`src/rtl/uart_pkg.sv`:
```
// Shared constants for the UART receive path.
// Data width and default receive FIFO sizing.
package uart_pkg;
  localparam int UART_DATA_W = 8;
  localparam int RX_FIFO_DEPTH_LOG2_DEFAULT = 4;
endpackage

```
`src/rtl/uart_fifo_mem.sv`:
```
// Receive FIFO storage array.
// Synchronous write port, asynchronous read port, no reset.
module uart_fifo_mem
  import uart_pkg::*;
#(
  parameter int AW = RX_FIFO_DEPTH_LOG2_DEFAULT
) (
  input  logic                   clk,
  input  logic                   we,
  input  logic [AW-1:0]          waddr,
  input  logic [UART_DATA_W-1:0] wdata,
  input  logic [AW-1:0]          raddr,
  output logic [UART_DATA_W-1:0] rdata
);

  localparam int DEPTH = 1 << AW;

  logic [UART_DATA_W-1:0] mem [DEPTH];

  // Store the incoming byte at the write address.
  always_ff @(posedge clk) begin
    if (we) begin
      mem[waddr] <= wdata;
    end
  end

  assign rdata = mem[raddr];

endmodule

```
`src/rtl/uart_rx_fifo.sv`:
```
// UART receive FIFO: frame-end edge detect, pointers, flags.
// Head byte is presented first-word-fall-through.
module uart_rx_fifo
  import uart_pkg::*;
#(
  parameter int DEPTH_LOG2 = RX_FIFO_DEPTH_LOG2_DEFAULT
) (
  input  logic                   clk,
  input  logic                   rst_n,
  input  logic [UART_DATA_W-1:0] rx_data,
  input  logic                   rx_int,
  input  logic                   rd_en,
  output logic [UART_DATA_W-1:0] rd_data,
  output logic                   empty,
  output logic                   full,
  output logic [DEPTH_LOG2:0]    count,
  output logic                   overflow,
  input  logic                   ovf_clr
);

  localparam int AW = DEPTH_LOG2;
  localparam int DEPTH = 1 << AW;
  localparam logic [AW:0] FULL_CNT = DEPTH[AW:0];
  localparam logic [AW:0] CNT_ONE = 1;
  localparam logic [AW-1:0] PTR_ONE = 1;

  logic          rx_int_d;
  logic          wr_pulse;
  logic          rd_ok;
  logic          wr_ok;
  logic          drop;
  logic [AW-1:0] wr_ptr;
  logic [AW-1:0] rd_ptr;

  assign wr_pulse = rx_int_d & ~rx_int;
  assign empty    = (count == '0);
  assign full     = (count == FULL_CNT);
  assign rd_ok    = rd_en & ~empty;
  assign wr_ok    = wr_pulse & (~full | rd_ok);
  assign drop     = wr_pulse & full & ~rd_ok;

  // Delay rx_int to find the end-of-frame falling edge.
  always_ff @(posedge clk or negedge rst_n) begin
    if (!rst_n) begin
      rx_int_d <= 1'b0;
    end else begin
      rx_int_d <= rx_int;
    end
  end

  // Advance pointers on accepted writes and reads.
  always_ff @(posedge clk or negedge rst_n) begin
    if (!rst_n) begin
      wr_ptr <= '0;
      rd_ptr <= '0;
    end else begin
      if (wr_ok) wr_ptr <= wr_ptr + PTR_ONE;
      if (rd_ok) rd_ptr <= rd_ptr + PTR_ONE;
    end
  end

  // Track occupancy; simultaneous push and pop cancel.
  always_ff @(posedge clk or negedge rst_n) begin
    if (!rst_n) begin
      count <= '0;
    end else begin
      unique case ({wr_ok, rd_ok})
        2'b10:   count <= count + CNT_ONE;
        2'b01:   count <= count - CNT_ONE;
        default: count <= count;
      endcase
    end
  end

  // Sticky drop flag; a new drop beats a clear.
  always_ff @(posedge clk or negedge rst_n) begin
    if (!rst_n) begin
      overflow <= 1'b0;
    end else if (drop) begin
      overflow <= 1'b1;
    end else if (ovf_clr) begin
      overflow <= 1'b0;
    end
  end

  uart_fifo_mem #(
    .AW (AW)
  ) u_mem (
    .clk   (clk),
    .we    (wr_ok),
    .waddr (wr_ptr),
    .wdata (rx_data),
    .raddr (rd_ptr),
    .rdata (rd_data)
  );

endmodule

```
`config.mk`:
```
export PLATFORM = sky130hd
export DESIGN_NAME = uart_rx_fifo
export DESIGN_NICKNAME = d
export VERILOG_FILES = /design/src/rtl/uart_pkg.sv /design/src/rtl/uart_fifo_mem.sv /design/src/rtl/uart_rx_fifo.sv
export SDC_FILE = /design/constraint.sdc
export NUM_CORES = 1
export LEC_CHECK = 0
export CORE_UTILIZATION = 45
export CTS_BUF_LIST = sky130_fd_sc_hd__clkbuf_16
export DETAILED_ROUTE_END_ITERATION = 12
export PLACE_DENSITY_LB_ADDON = 0.2
export SLEW_MARGIN = 25
export SYNTH_ARGS = -nofsm -noshare
export SYNTH_HDL_FRONTEND = slang
export SYNTH_SLANG_ARGS = --single-unit
export TNS_END_PERCENT = 30
```
`constraint.sdc`:
```
create_clock -name clk -period 7.2 [get_ports clk]
set_clock_uncertainty 0.1 [all_clocks]
set_input_delay 2.16 -clock clk [delete_from_list [all_inputs] [get_ports clk]]
set_output_delay 2.16 -clock clk [all_outputs]
set_load 0.03 [all_outputs]
```
==> impl_metrics.tcl, run 1 <==
set metrics [dict create \
    wire_per_inst_um 21.7 \
    die_area_um2 13300 \
    core_area_um2 12600 \
    gp_congestion 0.682 \
    start_util_pct 46.0 \
    post-synth-top-count-cell "edfxtp_1" \
    finalNetCount 357 \
    setup_viol 0 \
    path_class "flip-flop to output port" \
    synth.yosys.seq_area_share_pct 72.9 \
    rows 41 \
    diodes 0 \
    reg2regPathDepth 9 \
    via_count 2842 \
    hold_viol 0 \
    cp.required_ns 4.94 \
    synth_common_cells "edfxtp_1 (128), mux4_2 (32), a22oi_1 (16), and3_1 (16), dfrtp_1 (15)" \
    drtIter0Drc 288 \
    drive_above_1_share_pct 19.0 \
    track_usage_pct 19.3 \
    grt_pass1_vias 2996 \
    p_leak_nw 2.33 \
    routed_via_density 5.47 \
    ctsHoldBuffers 0 \
    maxSlewHeadroom_pct 36.5 \
    worst_pin_slew_ns 0.950 \
    port_buffers 28 \
    synth_edf_count 128 \
    post-route-util_pct 53.8 \
    cts_buffers 17 \
    async_flop_share_pct 10.5 \
    cp-start-kind "flip-flop" \
    die_y_um 115 \
    cap_violations 0 \
    drc 0 \
    ys_ff_latch 143 \
    cts_setup_buffers 0 \
    firstDrtPassIters 4 \
    vdd_ir_drop_max_mv 0.230 \
    pwr_density_cell_nw_per_um2 404 \
    regToRegStartpoint "count[1]" \
    ys_types 37 \
    layout_min_cycle_time_ns 5.40 \
    drtAntennaViolNets 0 \
    area_growth_pct 17.0 \
    ioPinCount 29 \
    hold_path_depth 1 \
    syn_inst 302 \
    synth.net_count 324 \
    synth_top_area_share_pct 66.4 \
    antenna_found_initial 0 \
    synth_area_um2 5790 \
    clockBufferDepth 2 \
    cp.arrival_ns 3.14 \
    rsz0062_at_grt "false" \
    totalWireLength_mm 11.3 \
    avgSynthCellArea_um2 19.2 \
    synth_area_leaders "edfxtp_1 (66%), mux4_2 (12%), dfrtp_1 (6.5%)" \
    hold_path_startpoint "rd_ptr[3]" \
    fin_tns_setup_ns 0 \
    root_buffer "clkbuf_16" \
    cts.sinks 143 \
    cts_resized 0 \
    cts_tree "yes" \
    timing.rr.end "count[4]" \
    rrSetupSlack_ns 4.28 \
    final_max_slew_viol_count 0 \
    synth_top_cell_by_area "edfxtp_1" \
    status "finished, final reports clean" \
    clock_latency_ns 0.42 \
    clkTransAtPathRegs_ns 0.05 \
    crit_fanout 23 \
    hold_end "rd_ptr[3]" \
    dp_hpwl_mm 7.06 \
    max_freq_mhz 185 \
    htree_num_levels 4 \
    hold_class "flip-flop to flip-flop" \
    synthFlopType "edfxtp_1" \
    end_kind "output port" \
    grt_overflow_total 0 \
    grt_max_degree 24 \
    die-width_um 115 \
    post-route-period-util_pct 75.0 \
    yosys_warnings 0 \
    grt_pass1_wl_mm 17.4 \
]
-- sequential cells by signal, indices dropped and copies added, names as in the netlist --
register and cells:
wr_ptr 4, count 5, overflow 1, rx_int_d 1, u_mem.mem 128, rd_ptr 4
-- through the flow --
| stage | power, mW | hold WS [ns] | std cells | worst slack (ns) | cell area [um^2] |
|---|---|---|---|---|---|
| after global placement | 1.96 | 0.408 | 488 | 2.15 | 6230 |
| final | 2.73 | 0.427 | 520 | 1.80 | 6770 |
| after detailed placement | 1.97 | 0.415 | 488 | 2.14 | 6230 |
| after floorplan | 1.69 | 0.393 | 302 | 2.72 | 5790 |
| after CTS | 2.77 | 0.424 | 520 | 1.70 | 6770 |
| after global routing | 2.86 | 0.455 | 520 | 1.58 | 6770 |
-- worst max path at each step --
stage	startpoint	end	slack (ns)	cells after the start
finish	rd_ptr[0]	rd_data[2]	1.80	5
global placement	rd_ptr[0]	rd_data[2]	2.15	5
floorplan	rx_int	count[4]	2.72	12
global route	rd_ptr[0]	rd_data[2]	1.58	5
detailed placement	rd_ptr[0]	rd_data[2]	2.14	5
CTS	rd_ptr[0]	rd_data[2]	1.70	5
-- power by group --
part | leakage (nW) | total, mW | switching, mW | internal, mW
Combinational | 0.711 | 0.839 | 0.435 | 0.404
Clock | 0.284 | 0.796 | 0.302 | 0.494
Sequential | 1.33 | 1.10 | 0.117 | 0.982
Total | 2.33 | 2.73 | 0.854 | 1.88
-- layer usage --
metal  track usage, %  wire length (um)  vias up
met5                0                 0        -
met4             9.09               121        0
met3             5.01               723       10
met2             29.6              5550       73
met1             25.8              4910     1471
li1                 -                 -     1288
-- cell usage in the layout, fill, tap and decap left out, drive strengths merged, types with 3 or more instances in the layout --
cell type,n
and2,3
nor2b,4
clkdlybuf4s50,28
clkbuf,17
nand2,14
nor2,5
a22oi,16
xnor2,6
and3,16
mux4,32
o21ai,3
clkinv,6
buf,3
dfrtp,15
edfxtp,128
ha,9
xor2,5
inv,11
-- worst max-delay path: stages, from the launching register on --
cell and delay [ns]:
dfrtp_2 0.86, buf_4 0.40, mux4_2 0.53, a22oi_1 0.21, nand2_1 0.11, clkdlybuf4s50_1 0.60
-- kinds of logic after synthesis --
family	synth area share, %
DFF	72.9
and+or+nand+nor	5.19
muxes	13.1
AOI/OAI and AO/OA	3.53
buffers and inverters	1.67
xor gates and xnor gates	1.67
adders and majority gates	1.95
-- final cells by class --
class                   instances  area, um^2
fillers                       999        5800
inverters                       5        18.8
well taps                     172         215
clock inverters                15         115
multi-input cells             137        1470
clock buffers                  17         425
repair buffers                 31         303
flip-flops and latches        143        4220
(Power assumes the default switching activity.)
==> run 2: changes to the inputs <==
==> constraint.sdc (replaced) <==
create_clock -name clk -period 5.5 [get_ports clk]
set_clock_uncertainty 0.1 [all_clocks]
set_input_delay 1.65 -clock clk [delete_from_list [all_inputs] [get_ports clk]]
set_output_delay 1.65 -clock clk [all_outputs]
set_load 0.03 [all_outputs]
==> run 2 against run 1 <==
Compared with the run above: final area increased by 1.1%; power increased by 36%; combinational power increased by 35%; count of clock-buffer cells in the layout unchanged; global-route usage increased by 0.42 points; hold slack improved by 0.0059 ns; sequential share of layout area decreased by 0.67 points; setup slack got worse by 1.1 ns; sequential power increased by 30%; largest cell class unchanged; wire length increased by 1.9%.
==> impl_metrics.tcl, run 2 (synthesis gave the netlist of run 1 again) <==
set metrics [dict create \
    n_fill_cell 1007 \
    diodes 0 \
    rsz0062_at_grt "false" \
    cts_tree "yes" \
    path_class "flip-flop to output port" \
    port_buffers 28 \
    stdcell_count 520 \
    dp_hpwl_mm 7.12 \
    ioPinCount 29 \
    routed_via_density 5.53 \
    die-width_um 115 \
    power_mw 3.72 \
    htree_num_levels 4 \
    ctsHoldBuffers 0 \
    cp.required_ns 3.75 \
    status "finished, final reports clean" \
    drtIter0Drc 292 \
    drive_above_1_share_pct 20.7 \
    via_count 2876 \
    setup_viol 0 \
    hold_class "flip-flop to flip-flop" \
    fin_tns_setup_ns 0 \
    grt_pass1_wl_mm 18.1 \
    clock_latency_ns 0.42 \
    layout_min_cycle_time_ns 4.77 \
    crit_fanout 23 \
    grt_pass1_vias 3116 \
    cts.sinks 143 \
    rows 41 \
    hold_viol 0 \
    drtAntennaViolNets 0 \
    root_buffer "clkbuf_16" \
    pwr_density_cell_nw_per_um2 544 \
    place_ws_ns 1.13 \
    die_y_um 115 \
    largest_reg_flops 128 \
    cap_violations 0 \
    start_util_pct 46.0 \
    die_area_um2 13300 \
    maxSlewHeadroom_pct 41.5 \
    top_regs "u_mem.mem x128, count x5" \
    grt_overflow_total 0 \
    worst_pin_slew_ns 0.876 \
    dp.cells 488 \
    p_leak_nw 2.35 \
    finalNetCount 357 \
    fin_ws_ns 0.733 \
    cp.arrival_ns 3.02 \
    clkTransAtPathRegs_ns 0.06 \
    antenna_found_initial 0 \
    final_common_cell "edfxtp_1" \
    area_growth_pct 18.3 \
    cts_setup_buffers 0 \
    wire_per_inst_um 22.1 \
    final_max_slew_viol_count 0 \
    clockBufferDepth 2 \
    gp_congestion 0.721 \
    end_kind "output port" \
    cts_buffers 17 \
    vdd_ir_drop_max_mv 0.251 \
    drc 0 \
    max_freq_mhz 210 \
    core_area_um2 12600 \
    top_register "u_mem.mem" \
    firstDrtPassIters 5 \
    cp-start-kind "flip-flop" \
    grt_max_degree 30 \
    hold_slack_ns 0.433 \
    final_cell_mix "edfxtp_1 (128), mux4_2 (32), clkdlybuf4s50_1 (28)" \
    track_usage_pct 19.7 \
    cts_resized 0 \
    post-route-period-util_pct 86.7 \
    totalWireLength_mm 11.5 \
]
==> run 2: worst paths after layout <==
kind	startpoint	endpoint	slack [ns]	cells past startpoint
worst max-delay path	rd_ptr[0]	rd_data[5]	0.73	5
worst min-delay path	wr_ptr[3]	wr_ptr[3]	0.43	1
worst max register to register	count[1]	count[4]	2.56	9
worst min register to register	wr_ptr[3]	wr_ptr[3]	0.43	1
max in group asynchronous	rst_n	rd_ptr[0]	3.22	1
min in group asynchronous	rst_n	count[0]	1.57	1
==> run 2: layer usage <==
metal	wire length [um]	GRT usage, %	part of all wire (%)
met5	0	0	0
met4	159	7.62	1.4
met3	577	4.53	5.0
met2	5920	31.9	51
met1	4860	25.9	42
==> run 2: cell type report <==
class                      instances  area [um^2]  area share, %
sequential                       143         4220           61.7
multi-input combinational        137         1470           21.5
clock buffer                      17          425           6.22
timing repair buffer              31          315           4.61
tap                              172          215           3.15
clock inverter                    15          176           2.58
inverter                           5         18.8          0.274
==> run 2: report_power, final <==
| group | switching (mW) | total, mW | leakage, nW | internal [mW] |
|---|---|---|---|---|
| combinational | 0.595 | 1.13 | 0.716 | 0.539 |
| sequential | 0.139 | 1.43 | 1.33 | 1.29 |
| clock | 0.417 | 1.16 | 0.300 | 0.747 |
==> run 2: worst max-delay path, stage by stage, from the launching register on <==
cell and delay (ns):
dfrtp_2 0.89, buf_12 0.26, mux4_2 0.50, a22oi_1 0.19, nand2_1 0.13, clkdlybuf4s50_1 0.61
==> run 2: stage by stage <==
| stage | area, um^2 | util (%) |
|---|---|---|
| after floorplan | 5790 | - |
| after global placement | 6240 | 49.6 |
| after detailed placement | 6240 | 49.6 |
| after CTS | 6840 | 54.4 |
| after global routing | 6840 | 54.4 |
| final | 6840 | 54.4 |
==> run 3: changes to the inputs <==
==> constraint.sdc (replaced) <==
create_clock -name clk -period 5.5 [get_ports clk]
set_clock_uncertainty 0.1 [all_clocks]
set_input_delay 0.55 -clock clk [delete_from_list [all_inputs] [get_ports clk]]
set_output_delay 0.55 -clock clk [all_outputs]
set_load 0.03 [all_outputs]
==> run 3 against run 2 <==
Compared with the run above: cell count is the same; via count shrank 0.83%; sequential cell count is the same; count of clock-buffer cells in the layout unchanged; core utilization down 1.0 points; clock power down 18%; register-to-register slack gained 0.06 ns; die area stayed put; sequential share of layout area rose by 1.2 points; fmax up 26%; setup slack better by 0.99 ns.
==> impl_metrics.tcl, run 3 (synthesis gave the netlist of run 1 again) <==
set metrics [dict create \
    timing.rr.end "count[4]" \
    dp.cells 488 \
    path_buf_inv 2 \
    layout_min_cycle_time_ns 3.78 \
    stdcell_count 520 \
    diodes 0 \
    routed_via_density 5.48 \
    setup_viol 0 \
    root_buffer "clkbuf_16" \
    rsz0062_at_grt "false" \
    cts_setup_buffers 0 \
    grt_overflow_total 0 \
    via_count 2852 \
    hold_path_startpoint "rd_ptr[3]" \
    design_area_um2 6710 \
    hold_end "rd_ptr[3]" \
    vdd_ir_drop_max_mv 0.238 \
    place_ws_ns 2.08 \
    drtAntennaViolNets 0 \
    status "finished, final reports clean" \
    grt_pass1_wl_mm 17.5 \
    crit_slowest_cell "dfrtp_2" \
    hold_viol 0 \
    cp.required_ns 4.85 \
    track_usage_pct 19.4 \
    regToRegStartpoint "count[1]" \
    cp-start-kind "flip-flop" \
    rrSetupSlack_ns 2.62 \
    path_class "flip-flop to output port" \
    area_growth_pct 16.0 \
    wire_per_inst_um 22.2 \
    worst_pin_slew_ns 0.973 \
    cp.depth 5 \
    clkTransAtPathRegs_ns 0.06 \
    hold_path_depth 1 \
    ioPinCount 29 \
    antenna_found_initial 0 \
    finalNetCount 357 \
    fin_ws_ns 1.72 \
    place_area_um2 6230 \
    htree_num_levels 4 \
    final_cell_mix "edfxtp_1 (128), mux4_2 (32), clkdlybuf4s50_1 (28)" \
    firstDrtPassIters 4 \
    die_y_um 115 \
    dp_hpwl_mm 7.14 \
    fin_tns_setup_ns 0 \
    max_freq_mhz 265 \
    clockBufferDepth 2 \
    drtIter0Drc 199 \
    p_leak_nw 2.32 \
    crit_fanout 23 \
    drc 0 \
    clock_latency_ns 0.41 \
    start_util_pct 46.0 \
    post-route-period-util_pct 68.7 \
    worstPathCellList "buf_4 > mux4_2 > a22oi_1 > nand2_1 > clkdlybuf4s50_1" \
    port_buffers 28 \
    core_area_um2 12600 \
    end_kind "output port" \
    rows 41 \
    maxSlewHeadroom_pct 35.0 \
    post-route-util_pct 53.4 \
    cap_violations 0 \
    hold_slack_ns 0.436 \
    cts_tree "yes" \
    cts.sinks 143 \
    hold_class "flip-flop to flip-flop" \
    top_regs "u_mem.mem x128, count x5" \
    top_register "u_mem.mem" \
    cpPeakStageDelay_ns 0.86 \
    cts_resized 0 \
    ctsHoldBuffers 0 \
    final_max_slew_viol_count 0 \
    grt_max_degree 28 \
    power_mw 3.49 \
    die-width_um 115 \
    largest_reg_flops 128 \
    gp_congestion 0.699 \
    totalWireLength_mm 11.5 \
    reg2regPathDepth 9 \
    pwr_density_cell_nw_per_um2 519 \
    drive_above_1_share_pct 18.7 \
    cpLargestDelayFamily "buffers and inverters" \
    cts_buffers 17 \
    grt_pass1_vias 2976 \
    final_common_cell "edfxtp_1" \
    cp.arrival_ns 3.13 \
    die_area_um2 13300 \
]
-- run 3: changes by cell type in the layout (fill, tap and decap cells not counted), sizes merged --
cell,previous run,this run
bufinv,4,0
clkinv,9,5
clkinvlp,1,0
inv,6,15
-- run 3: routing by layer --
layer  track usage (%)  wire length (um)  vias up
met5                 0                 0        -
met4              6.58                63        0
met3              5.48               762        4
met2              31.1              5960       92
met1              25.7              4740     1476
li1                  -                 -     1280
-- run 3: power breakdown --
| group | switching, mW | leakage, nW | internal [mW] |
|---|---|---|---|
| combinational | 0.585 | 0.711 | 0.528 |
| clock | 0.395 | 0.280 | 0.552 |
| sequential | 0.139 | 1.33 | 1.29 |
| total | 1.12 | 2.32 | 2.37 |
-- run 3: worst max path at each step --
stage,slack (ns),start,to
after global placement,2.09,rd_ptr[0],rd_data[2]
after floorplan,2.49,count[1],count[4]
after CTS,1.63,rd_ptr[0],rd_data[2]
after global routing,1.48,rd_ptr[0],rd_data[5]
after detailed placement,2.08,rd_ptr[0],rd_data[2]
final,1.72,rd_ptr[0],rd_data[2]
-- run 3: final cells by class --
cell class                      count  area (um^2)
Clock buffer                       17          425
Clock inverter                     15         61.3
Fill cell                        1000         5850
Inverter                            5         18.8
Multi-Input combinational cell    137         1470
Sequential cell                   143         4220
Tap cell                          172          215
Timing Repair Buffer               31          303
